## src/rtl/neuron_seq_mac.sv

```systemverilog
// Sequential multiply-accumulate neuron: LANES signed products per beat, BEATS beats per vector,
// bias added on the first beat, optional ReLU, then saturation to OUT_W with a held result.
module neuron_seq_mac #(
  parameter int IN_W  = 5,
  parameter int W_W   = 5,
  parameter int LANES = 4,
  parameter int BEATS = 3,
  parameter int OUT_W = 12
) (
  input  logic                   clk,
  input  logic                   rst_n,
  input  logic                   in_valid,
  output logic                   in_ready,
  input  logic [LANES*IN_W-1:0]  in_data,
  input  logic [LANES*W_W-1:0]   w_data,
  input  logic [OUT_W-1:0]       bias,
  input  logic                   relu_en,
  output logic                   out_valid,
  input  logic                   out_ready,
  output logic [OUT_W-1:0]       result,
  output logic                   sat_flag
);

  localparam int PROD_W = IN_W + W_W;
  localparam int ACC_W  = IN_W + W_W + $clog2(LANES*BEATS) + 1;
  localparam int CMP_W  = ACC_W + OUT_W;
  localparam int CNT_W  = $clog2(BEATS+1);

  localparam logic signed [CMP_W-1:0] MAX_V = {{(CMP_W-OUT_W+1){1'b0}}, {(OUT_W-1){1'b1}}};
  localparam logic signed [CMP_W-1:0] MIN_V = {{(CMP_W-OUT_W+1){1'b1}}, {(OUT_W-1){1'b0}}};

  typedef enum logic [1:0] {IDLE, ACCUM, HOLD} state_t;

  state_t                    state_reg;
  logic signed [ACC_W-1:0]   acc_reg;
  logic [CNT_W-1:0]          beat_cnt_reg;
  logic                      relu_reg;

  logic signed [PROD_W-1:0]  prod [LANES];
  logic signed [ACC_W-1:0]   beat_sum;
  logic signed [ACC_W-1:0]   acc_base;
  logic signed [ACC_W-1:0]   sum_next;
  logic signed [ACC_W-1:0]   final_v;
  logic signed [CMP_W-1:0]   final_x;
  logic                      relu_use;
  logic                      sat_hi;
  logic                      sat_lo;
  logic [OUT_W-1:0]          clamped;
  logic [CNT_W-1:0]          cnt_inc;
  logic                      last_beat;

  // Both operands widened to the full product width first so the extreme negative values multiply exactly.
  for (genvar gi = 0; gi < LANES; gi++) begin : g_lane
    assign prod[gi] = PROD_W'($signed(in_data[gi*IN_W +: IN_W])) *
                      PROD_W'($signed(w_data[gi*W_W +: W_W]));
  end

  always_comb begin
    beat_sum = '0;
    for (int i = 0; i < LANES; i++) begin
      beat_sum = beat_sum + ACC_W'(prod[i]);
    end
    acc_base  = (state_reg == IDLE) ? ACC_W'($signed(bias)) : acc_reg;
    sum_next  = acc_base + beat_sum;
    relu_use  = (state_reg == IDLE) ? relu_en : relu_reg;
    final_v   = (relu_use && sum_next[ACC_W-1]) ? '0 : sum_next;
    final_x   = CMP_W'(final_v);
    sat_hi    = final_x > MAX_V;
    sat_lo    = final_x < MIN_V;
    clamped   = sat_hi ? MAX_V[OUT_W-1:0] : (sat_lo ? MIN_V[OUT_W-1:0] : final_x[OUT_W-1:0]);
    cnt_inc   = (state_reg == IDLE) ? CNT_W'(1) : beat_cnt_reg + 1'b1;
    last_beat = cnt_inc == CNT_W'(BEATS);
  end

  // Beats are only offered to the FSM through in_ready, so in_valid alone marks a transfer below.
  assign in_ready = rst_n && (state_reg != HOLD);

  always_ff @(posedge clk) begin
    if (!rst_n) begin
      state_reg    <= IDLE;
      acc_reg      <= '0;
      beat_cnt_reg <= '0;
      relu_reg     <= 1'b0;
      out_valid    <= 1'b0;
      result       <= '0;
      sat_flag     <= 1'b0;
    end else begin
      case (state_reg)
        IDLE, ACCUM: begin
          if (in_valid) begin
            acc_reg <= sum_next;
            if (state_reg == IDLE) relu_reg <= relu_en;
            if (last_beat) begin
              result       <= clamped;
              sat_flag     <= sat_hi | sat_lo;
              out_valid    <= 1'b1;
              beat_cnt_reg <= '0;
              state_reg    <= HOLD;
            end else begin
              beat_cnt_reg <= cnt_inc;
              state_reg    <= ACCUM;
            end
          end
        end
        HOLD: begin
          if (out_ready) begin
            out_valid <= 1'b0;
            state_reg <= IDLE;
          end
        end
        default: state_reg <= IDLE;
      endcase
    end
  end

endmodule
```

## config.mk

```make
export PLATFORM = sky130hd
export DESIGN_NAME = neuron_seq_mac
export DESIGN_NICKNAME = d
export VERILOG_FILES = /design/src/rtl/neuron_seq_mac.sv
export SDC_FILE = /design/constraint.sdc
export NUM_CORES = 1
export LEC_CHECK = 0
export ABC_AREA = 1
export BUFFER_PORTS_ARGS = -buffer_cell sky130_fd_sc_hd__buf_2
export CORE_UTILIZATION = 40
export DETAILED_ROUTE_END_ITERATION = 7
export PLACE_DENSITY_LB_ADDON = 0.3
export SYNTH_ARGS = -nofsm -noshare
export SYNTH_HDL_FRONTEND = slang
export SYNTH_SLANG_ARGS = --single-unit
```

## constraint.sdc

```tcl
create_clock -name clk -period 15.59 [get_ports clk]
set_clock_uncertainty 0.1 [all_clocks]
set_input_delay 1.559 -clock clk [delete_from_list [all_inputs] [get_ports clk]]
set_output_delay 1.559 -clock clk [all_outputs]
set_load 0.01 [all_outputs]
```

Word level (Yosys, flattened, before mapping). Cells that the tools add are included.

Flip-flop bits (word level): 34. Bits in latches: 0. Bits in writable memories: 0. Memory bits (read-only): 0. Input bits: 57. Output and inout port bits: 15. Word-level logic and storage cells: 50. Memories: 0.

Add/sub/neg operators: 5. $mul: 4. Div/mod/pow operators: 0. $lt $le $gt $ge: 2. Equality and inequality tests: 7. Shift operators: 0. Muxes and demuxes: 15. Bitwise logic cells: 1. Reductions and logical operators: 9.

Operators by type and width (count): 5-bit by 5-bit multiplier with 10-bit output (4); 15-bit two-way mux (2); 12-bit two-way mux (2); 15-bit by 13-bit adder with 15-bit output (1); 15-bit by 12-bit greater-than comparator with 1-bit output (second input constant) (1); 15-bit by 12-bit < comparator with 1-bit output (second input constant) (1); 12-bit by 10-bit adder with 13-bit output (1); 11-bit by 10-bit adder with 12-bit output (1); 10-bit by 10-bit adder with 11-bit output (1); 2-bit two-way mux (5); 2-bit != test (second input constant) (4); 2-bit == test (second input constant) (2); 1-bit two-way mux (4); 2-bit case mux with 2 select lines (1); 2-bit AND reduction (2); 4-bit AND reduction (1); 3-bit AND reduction (1); 2-bit by 1-bit adder with 2-bit output (second input constant) (1); 2-bit by 1-bit == test with 1-bit output (second input constant) (1); 1-bit logical AND (2); 2-bit logical NOT (1); 1-bit case mux with 2 select lines (1); 2-bit nonzero test (1); 2-bit OR reduction (1); 1-bit bitwise OR (1).

Depth between registers and ports, before layout. Gate-level depths: netlist (run 1).

Depth in word-level cells: 10. Gate-level depth with buffers: 34. Mapped depth without buffers: 33.

Worst setup path after synthesis (run 1). Ideal clock, no wire load.

Kind: input to register. From: input port w_data[19]. To: register result[2]. Setup time: 0.128 ns. Arrival: 7.196 ns. Data required time: 15.362 ns. Path slack: 8.167 ns. Cell stages on the path: 27. Buffers on the path: 0. Cell sequence: inv_1 -> or2_2 -> fa_1 -> fa_1 -> fa_1 -> fa_1 -> inv_1 -> fa_1 -> fa_1 -> inv_1 -> fa_1 -> inv_1 -> ha_1 -> inv_1 -> o21ai_0 -> a21boi_0 -> nand2_1 -> nor2_1 -> inv_1 -> nand2_2 -> nand3_4 -> o21ai_1 -> nand2_1 -> nand3_2 -> nand2_1 -> nor2_1 -> nor2_1.

Longest elaborated chain between the ends: 8. Elaborated cells on any way between the ends: 9. Classes of those cells: add/sub: 2; mul: 1; order compare: 2; mux: 3; reduce/logical: 1.

Ends and longest elaborated chain: start, declared (line 15) `input logic [LANES*W_W-1:0] w_data,`; 5-bit by 5-bit multiplier with 10-bit output (*) (line 54) `assign prod[gi] = PROD_W'($signed(in_data[gi*IN_W +: IN_W])) *`; 12-bit by 10-bit adder with 13-bit output (*) (line 61) `beat_sum = beat_sum + ACC_W'(prod[i]);`; 15-bit by 13-bit adder with 15-bit output (*) (line 64) `sum_next = acc_base + beat_sum;`; 1-bit logical AND (line 66) `final_v = (relu_use && sum_next[ACC_W-1]) ? '0 : sum_next;`; 15-bit two-way mux (*) (line 66); 15-bit by 12-bit < comparator with 1-bit output (line 69) `sat_lo = final_x < MIN_V;`; 12-bit two-way mux (line 70) `clamped = sat_hi ? MAX_V[OUT_W-1:0] : (sat_lo ? MIN_V[OUT_W-1:0] : final_x[OUT_W-1:0]);`; 12-bit two-way mux (*) (line 70); end signal, assigned (line 94) `result <= clamped;`; end, declared (line 20) `output logic [OUT_W-1:0] result,`.

Mark *: on every way between the ends. The rest lies on a longest branch, timed or not. A chain may end at the register's enable or synchronous reset.

Final worst setup path (run 1).
From: input port in_data[4]. To: register result[8].

Longest elaborated chain between the ends: 10. Elaborated cells on any way between the ends: 11. Classes of those cells: add/sub: 4; mul: 1; order compare: 2; mux: 3; reduce/logical: 1.

Ends and longest elaborated chain: start, declared (line 14) `input logic [LANES*IN_W-1:0] in_data,`; 5-bit by 5-bit multiplier with 10-bit output (*) (line 54); 10-bit by 10-bit adder with 11-bit output (*) (line 61); 11-bit by 10-bit adder with 12-bit output (*) (line 61); 12-bit by 10-bit adder with 13-bit output (*) (line 61); 15-bit by 13-bit adder with 15-bit output (*) (line 64); 1-bit logical AND (line 66); 15-bit two-way mux (*) (line 66); 15-bit by 12-bit < comparator with 1-bit output (line 69); 12-bit two-way mux (line 70); 12-bit two-way mux (*) (line 70).

Marks and branches as above.

==> results.md, run 1 <==
- Synth-to-layout area growth: 10.0%
- HP Class: flop to flop
- Hold Crit Depth: 2
- Period minus WS final: 7.86 ns
- Final Setup Violations: 0
- Synth area leader: fa_1
- Worst EP arrival: a little under 8 ns
- Height of the die: around 140 um
- Worst setup SP type: input port
- RSZ-0062 raised after global routing: no
- Final non-filler cell area: between 8000 and 9000 um^2
- Post-CTS Resized: 0
- Path type of the worst setup path: input port to flop
- Final Cycle Share: 0.504
- Die width: 141 um
- Area contributors post-synth: fa_1, inv_1, ha_1
- Nets@finish: 1317
- Family with the most delay on the worst path: adder cells
- Worst EP required: 15.64 ns
- Drc violations: 0
- CP Capture Type: flop
- CTS Buf Count: 5
- Cell variety after synth: 34
- H-tree levels: 2
- Inst Count DP: between 1000 and 1500
- Drt initial violations: 195
- Die area: 19900 um^2
- Worst slew margin: 0.521
- First-pass GRT wire length: 28400 um
- Origin of the critical flop-to-flop path: state_reg[1]$_SDFFE_PN0P_
- Gr usage total: 0.181
- I/O Buffers: 71
- Final TNS setup: 0 ns
- Final Hold Fails: 0
- Layout Cells excl Fill: 1292
- Synth Cell Area: 7740 um^2
- CTS root buffer: clkbuf_16
- Number of synthesized flops with an enable pin: 0
- Largest net degree at the start of global routing: 21
- Fmax: 127 MHz
- Reg2Reg Setup Slack: approximately 8.5 ns
- Number of antenna violations at the first check in global routing: 0
- Synth Flop Type: dfxtp_1
- R2r worst-path depth: 26
- Core area: between 15000 and 20000 um^2
- Syn nets: 1249
- Post-Route WL: 16300 um
- Hold_buf cts: 0
- Slowest-stage cell, CP: fa_1
- Vias: slightly below 6000
- CTS tree: yes
- DRT Pass-1 Iters: 4
- R2r endpoint: result[8]$_SDFFE_PN0P_
- Crit path depth: 26
- Most frequent cells after synthesis: inv_1, nand2_1, fa_1, nor2_1, ha_1
- Critical Path Most Common Cell: fa_1
- Worst setup margin: 7.73 ns
- Yosys reg bits: 34
- Status: completed
- Overflow after GRT: 0
- N_diodes: 0
- Final Max Slew Viols: 0
- Share of cells above drive strength 1: 0.103
- Antenna Nets Post-Route: 0
- Largest register FFs: 15
- Worst hold start: out_valid$_SDFFE_PN0P_
- Sequential area share after synthesis: 0.0879
- Critical Path Max Stage Delay: 0.53 ns
- Final HPWL DP: ~15000 um
- Vias in the first global route: 5992
- Async SR Flop Fraction: 0
- Synth top area share: 0.416
- Setup bufs post-CTS: 0
- Clock latency at the later pin of the worst-skew pair: 0.27 ns
- # rows: 50
- IO Count: 72
- Initial Util: 0.411
- Clock sink total: 34
- CP max FO: 9
- Count leader, synth: inv_1
- Ys Warns: 0
- Drt wl/cell: between 10 and 15 um
- Worst-Margin Slew: 0.717 ns
- Gpl congestion: 0.905
- Post-Place Worst Slack: 7.40 ns
- DP Area: about 8400 um^2
- Avg Synthesized Cell Area: 8.03 um^2
- Mapped Cells: 964
- Longest Clk Path Bufs: 2
- Total of max-cap violations: 0
- Clk slew on worst S/H paths: 0.05 ns
- Critical path buffers and inverters: 7
- Post-DR vias/cell: 4.50
- Hold Path End: out_valid$_SDFFE_PN0P_
==> per-stage QoR <==
step / hold slack [ns] / utilization
after global routing: 0.385 / 0.452
after floorplan: 0.356 / -
after detailed placement: 0.352 / 0.445
after global placement: 0.351 / 0.445
after CTS: 0.361 / 0.452
final: 0.358 / 0.452
==> metal layers <==
layer | routed length, um | global-route usage | vias up
met3 | 370 | 0.0115 | 11
met4 | 203 | 0.0338 | 0
met5 | 0 | 0 | -
li1 | - | - | 2896
met2 | 8240 | 0.315 | 90
met1 | 7510 | 0.248 | 2823
==> worst register-to-register path, stage by stage (launching register included) <==
cell,delay [ns]
dfxtp_1,0.33
nor2_2,0.58
mux2i_1,0.30
fa_1,0.54
inv_1,0.06
fa_1,0.53
inv_1,0.06
fa_1,0.53
inv_1,0.05
fa_1,0.48
fa_1,0.45
fa_1,0.52
inv_1,0.05
fa_1,0.47
inv_1,0.04
ha_1,0.33
a21oi_2,0.18
o21ai_1,0.14
and3_1,0.17
nor2_1,0.16
inv_1,0.07
nand2_2,0.10
nand3_4,0.11
o21ai_1,0.12
a21oi_1,0.11
nor2_1,0.23
a21oi_1,0.11
==> worst max path at each step <==
stage / to / startpoint / slack, ns
floorplan: result[2]$_SDFFE_PN0P_ / w_data[19] / 8.17
global placement: result[2]$_SDFFE_PN0P_ / in_data[4] / 7.48
detailed placement: result[4]$_SDFFE_PN0P_ / w_data[0] / 7.40
CTS: result[4]$_SDFFE_PN0P_ / w_data[0] / 7.68
global route: result[3]$_SDFFE_PN0P_ / w_data[0] / 7.21
finish: result[8]$_SDFFE_PN0P_ / in_data[4] / 7.73
==> final cells by class <==
cell class | instances | area, um^2
Fill cell | 1904 | 10300
Multi-Input combinational cell | 614 | 5870
Inverter | 305 | 1140
Sequential cell | 34 | 681
Timing Repair Buffer | 72 | 363
Tap cell | 260 | 325
Clock buffer | 7 | 133
==> cell usage in the layout (no fill, tap or decap), types with 2 or more instances in the layout <==
cell	Yosys	layout
o21ai_1	5	5
nor3_1	2	2
dfxtp_1	34	34
inv_1	301	301
buf_2	2	71
mux2i_1	5	5
clkbuf_1	9	2
nand3_1	13	13
or2_2	11	11
fa_1	161	161
a21oi_1	30	30
xor2_1	6	6
o211ai_1	2	2
nand2_2	4	4
ha_1	67	67
xor2_2	2	2
nand4_1	2	2
inv_2	4	4
o21bai_1	3	3
or2_1	2	2
clkbuf_16	0	5
o21ai_0	36	36
xnor2_1	6	6
nand3_2	3	3
nor2_1	71	71
nand2_1	174	174
==> cells by family after synthesis <==
| family | synth area share |
|---|---|
| fa+ha+maj | 0.525 |
| xor+xnor | 0.0178 |
| flops | 0.0879 |
| simple gates | 0.153 |
| buf+inv | 0.154 |
| mux | 0.00646 |
| compound gates | 0.0567 |
Power of run 1 is left out: the tool's default activity adds up to more than one toggle a clock period on the data nets, which glitch-free logic cannot reach.
==> run 2, diff against run 1 <==
==> constraint.sdc (replaced) <==
create_clock -name clk -period 7.9 [get_ports clk]
set_clock_uncertainty 0.1 [all_clocks]
set_input_delay 0.79 -clock clk [delete_from_list [all_inputs] [get_ports clk]]
set_output_delay 0.79 -clock clk [all_outputs]
set_load 0.01 [all_outputs]
==> results.md, run 2 (same netlist as run 1, synthesis figures left out) <==
- Status: completed
- Total of max-cap violations: 0
- Initial Util: 0.411
- IO Count: 72
- Path type of the worst setup path: flop to flop
- Origin of the critical flop-to-flop path: state_reg[1]$_SDFFE_PN0P_
- First-pass GRT wire length: 28700 um
- Antenna Nets Post-Route: 0
- Period minus WS final: just under 7 ns
- Post-DR vias/cell: 4.53
- Number of fill cells: approximately 1900
- Gr usage total: 0.182
- Post-CTS Resized: 0
- # rows: 50
- Worst setup SP type: flop
- Share of cells above drive strength 1: 0.106
- CTS root buffer: clkbuf_16
- DRT Pass-1 Iters: 4
- Synth-to-layout area growth: 10.4%
- Largest register FFs: 15
- Final Setup Violations: 0
- Vias in the first global route: approximately 6000
- Worst hold start: result[11]$_SDFFE_PN0P_
- Worst-Margin Slew: 0.657 ns
- Height of the die: 141 um
- CP max FO: 8
- N_diodes: 0
- Clk slew on worst S/H paths: 0.05 ns
- Drc violations: 0
- Vias: between 5000 and 6000
- Hold_buf cts: 0
- Worst EP arrival: 7.02 ns
- Final HPWL DP: 15000 um
- Largest net degree at the start of global routing: 21
- Most frequent cells in the layout: inv_1, nand2_1, fa_1
- CTS tree: yes
- R2r endpoint: result[8]$_SDFFE_PN0P_
- Longest Clk Path Bufs: 2
- Fmax: between 100 and 150 MHz
- Setup bufs post-CTS: 0
- Hold Path End: result[11]$_SDFFE_PN0P_
- CP Capture Type: flop
- Commonest non-fill, non-tap cell in the layout: inv_1
- Nets@finish: 1319
- Post-Route WL: 16500 um
- Reg2Reg Setup Slack: 0.94 ns
- Final Max Slew Viols: 0
- RSZ-0062 raised after global routing: no
- Worst EP required: around 8.0 ns
- Final Cycle Share: 0.881
- HP Class: flop to flop
- Drt initial violations: 232
- Die width: 141 um
- Gpl congestion: 0.843
- Final TNS setup: 0 ns
- I/O Buffers: 71
- H-tree levels: 2
- Final Hold Fails: 0
- R2r worst-path depth: 26
- Clock latency at the later pin of the worst-skew pair: between 0.2 and 0.3 ns
- Drt wl/cell: ~13 um
- Hold Crit Depth: 2
- Clock sink total: 34
- Number of antenna violations at the first check in global routing: 0
- Core area: 18800 um^2
- Worst slew margin: 0.561
- CTS Buf Count: 5
- Die area: 19900 um^2
- Overflow after GRT: 0
[run 2: cell count changes in the layout (fill, tap and decap cells not counted)]
| cell | change |
|---|---|
| buf_4 | +2 |
| clkbuf_1 | -1 |
| clkbuf_8 | +1 |
| clkinv_2 | +1 |
[run 2: through the flow]
| step | area, um^2 | hold slack, ns | utilization | setup slack [ns] | std cells |
|---|---|---|---|---|---|
| floorplan | 7740 | 0.356 | - | 1.25 | 964 |
| global placement | 8400 | 0.353 | 0.446 | 0.781 | 1287 |
| detailed placement | 8400 | 0.356 | 0.446 | 0.740 | 1287 |
| CTS | 8550 | 0.364 | 0.454 | 0.941 | 1295 |
| global route | 8550 | 0.401 | 0.454 | 0.450 | 1295 |
| finish | 8550 | 0.361 | 0.454 | 0.941 | 1295 |
[run 2: worst max-delay path, stage by stage, from the launching register on]
cell	delay (ns)
dfxtp_1	0.33
nor2_2	0.42
mux2i_1	0.27
fa_1	0.56
inv_1	0.06
fa_1	0.53
inv_1	0.05
fa_1	0.53
inv_1	0.05
fa_1	0.48
fa_1	0.46
fa_1	0.52
inv_1	0.05
fa_1	0.51
inv_1	0.05
ha_1	0.33
a21oi_2	0.17
o21ai_1	0.14
and3_1	0.17
nor2_1	0.17
inv_1	0.08
nand2_2	0.10
nand3_4	0.11
o21ai_1	0.12
a21oi_1	0.10
nor2_1	0.25
a21oi_1	0.11
[run 2: layer usage]
layer,GRT usage,part of all wire
met5,0,0
met3,0.0115,0.027
met2,0.319,0.51
met4,0.0303,0.012
met1,0.251,0.45
[run 2: area by class of cell]
cell class	count	area [um^2]	share of cell area
Multi-Input combinational cell	614	5870	0.687
Clock inverter	1	5.00	0.000585
Clock buffer	7	143	0.0167
Sequential cell	34	681	0.0796
Timing Repair Buffer	74	378	0.0442
Tap cell	260	325	0.0381
Inverter	305	1140	0.134
[run 2: worst max-delay path by stage]
stage                         startpoint                endpoint
5_1_grt        state_reg[1]$_SDFFE_PN0P_  result[3]$_SDFFE_PN0P_
3_5_place_dp                  w_data[14]  result[4]$_SDFFE_PN0P_
4_1_cts        state_reg[1]$_SDFFE_PN0P_  result[4]$_SDFFE_PN0P_
3_3_place_gp                  w_data[14]  result[2]$_SDFFE_PN0P_
6_report       state_reg[1]$_SDFFE_PN0P_  result[8]$_SDFFE_PN0P_
2_1_floorplan                 w_data[19]  result[2]$_SDFFE_PN0P_
Power of run 2 is left out for the same reason.
==> run 3, diff against run 2 <==
--- a/config.mk
+++ b/config.mk
@@ -7,7 +7,7 @@
 export LEC_CHECK = 0
 export ABC_AREA = 1
 export BUFFER_PORTS_ARGS = -buffer_cell sky130_fd_sc_hd__buf_2
-export CORE_UTILIZATION = 40
+export CORE_UTILIZATION = 45
 export DETAILED_ROUTE_END_ITERATION = 7
 export PLACE_DENSITY_LB_ADDON = 0.3
 export SYNTH_ARGS = -nofsm -noshare
==> results.md, run 3 (same netlist as run 1, synthesis figures left out) <==
- Largest net degree at the start of global routing: 21
- Slowest-stage cell, CP: fa_1
- Status: completed
- Post-Route WL: 16000 um
- H-tree levels: 2
- Period minus WS final: 6.93 ns
- First-pass GRT wire length: 28000 um
- Total of max-cap violations: 0
- Share of cells above drive strength 1: 0.104
- Inst Count DP: approximately 1200
- I/O Buffers: 71
- Drc violations: 0
- Drt initial violations: roughly 300
- Multi-input logic area: 5870 um^2
- Synth-to-layout area growth: 9.58%
- CTS tree: yes
- Worst slew margin: 0.551
- Worst-Margin Slew: about 0.67 ns
- Final TNS setup: 0 ns
- Hold Path End: out_valid$_SDFFE_PN0P_
- Most frequent cells in the layout: inv_1, nand2_1, fa_1
- Nets@finish: roughly 1300
- Clock sink total: 34
- Longest Clk Path Bufs: 2
- Commonest non-fill, non-tap cell in the layout: inv_1
- DP Area: ~8400 um^2
- Final Cycle Share: 0.877
- Core area: 16700 um^2
- Gpl congestion: 0.878
- Reg2Reg Setup Slack: a little under 1 ns
- CP Capture Type: flop
- Vias in the first global route: about 6000
- Height of the die: 133 um
- # rows: 47
- Worst EP arrival: 6.96 ns
- DRT Pass-1 Iters: 5
- Die width: 133 um
- Final Max Slew Viols: 0
- CP max FO: 8
- R2r endpoint: result[2]$_SDFFE_PN0P_
- Hold Crit Depth: 2
- IO Count: slightly above 70
- Hold_buf cts: 0
- Origin of the critical flop-to-flop path: state_reg[1]$_SDFFE_PN0P_
- Post-DR vias/cell: 4.66
- Post-CTS Resized: 0
- Worst hold start: out_valid$_SDFFE_PN0P_
- RSZ-0062 raised after global routing: no
- Final non-filler cell area: 8480 um^2
- Worst EP required: roughly 8 ns
- Worst setup SP type: flop
- Drt wl/cell: 12.8 um
- CTS Buf Count: 5
- Path type of the worst setup path: flop to flop
- R2r worst-path depth: 28
- Register area: 681 um^2
- HP Class: flop to flop
- Final HPWL DP: 14500 um
- N_diodes: 0
- Layout Cells excl Fill: 1254
- Number of antenna violations at the first check in global routing: 0
- Antenna Nets Post-Route: 0
- Setup bufs post-CTS: 0
- Clock latency at the later pin of the worst-skew pair: around 0.27 ns
- CTS root buffer: clkbuf_16
- Largest register FFs: 15
- Initial Util: 0.464
- Overflow after GRT: 0
- Gr usage total: 0.198
- Die area: roughly 18000 um^2
- Clk slew on worst S/H paths: 0.05 ns
- Critical Path Most Common Cell: fa_1
- Number of fill cells: 1640
- Critical Path Max Stage Delay: approximately 0.56 ns
- Fmax: 144 MHz
- Vias: a little under 6000
- Final Setup Violations: 0
- Final Hold Fails: 0
- Min Hold Slack: 0.359 ns
-- run 3: cell types whose count changed in the layout (fill, tap and decap cells not counted) --
cell      delta
clkbuf_8     -1
clkinv_2     -1
clkbuf_1     +1
-- run 3: critical path: cells and delay by family, from the launching register on --
| family | cells | cell delay, ns |
|---|---|---|
| compound gates | 3 | 0.46 |
| fa+ha+maj | 8 | 3.92 |
| buf+inv | 6 | 0.34 |
| flops | 1 | 0.33 |
| mux | 1 | 0.27 |
| simple gates | 10 | 1.38 |
-- run 3: through the flow --
step                setup slack (ns)   util
finish                         0.972  0.508
global route                   0.557  0.508
CTS                            0.968  0.508
detailed placement             0.729  0.500
global placement               0.775  0.500
floorplan                       1.25      -
-- run 3: area by class of cell --
type | instances | share of cell area
Inverter | 305 | 0.135
Sequential cell | 34 | 0.0802
Tap cell | 220 | 0.0324
Multi-Input combinational cell | 614 | 0.692
Clock buffer | 7 | 0.0156
Timing Repair Buffer | 74 | 0.0445
-- run 3: layer usage --
metal | global-route usage | vias up | share of wire
met2 | 0.344 | 113 | 0.51
li1 | - | 2902 | -
met3 | 0.0107 | 6 | 0.029
met1 | 0.280 | 2822 | 0.45
met5 | 0 | - | 0
met4 | 0.0265 | 0 | 0.0069
-- run 3: worst max path at each step --
stage | startpoint | end | cells past startpoint
floorplan | w_data[19] | result[2]$_SDFFE_PN0P_ | 27
CTS | state_reg[1]$_SDFFE_PN0P_ | result[0]$_SDFFE_PN0P_ | 28
global placement | in_data[4] | result[4]$_SDFFE_PN0P_ | 31
global route | state_reg[1]$_SDFFE_PN0P_ | result[9]$_SDFFE_PN0P_ | 26
finish | state_reg[1]$_SDFFE_PN0P_ | result[2]$_SDFFE_PN0P_ | 28
detailed placement | w_data[14] | result[0]$_SDFFE_PN0P_ | 28
Power of run 3 is left out for the same reason.
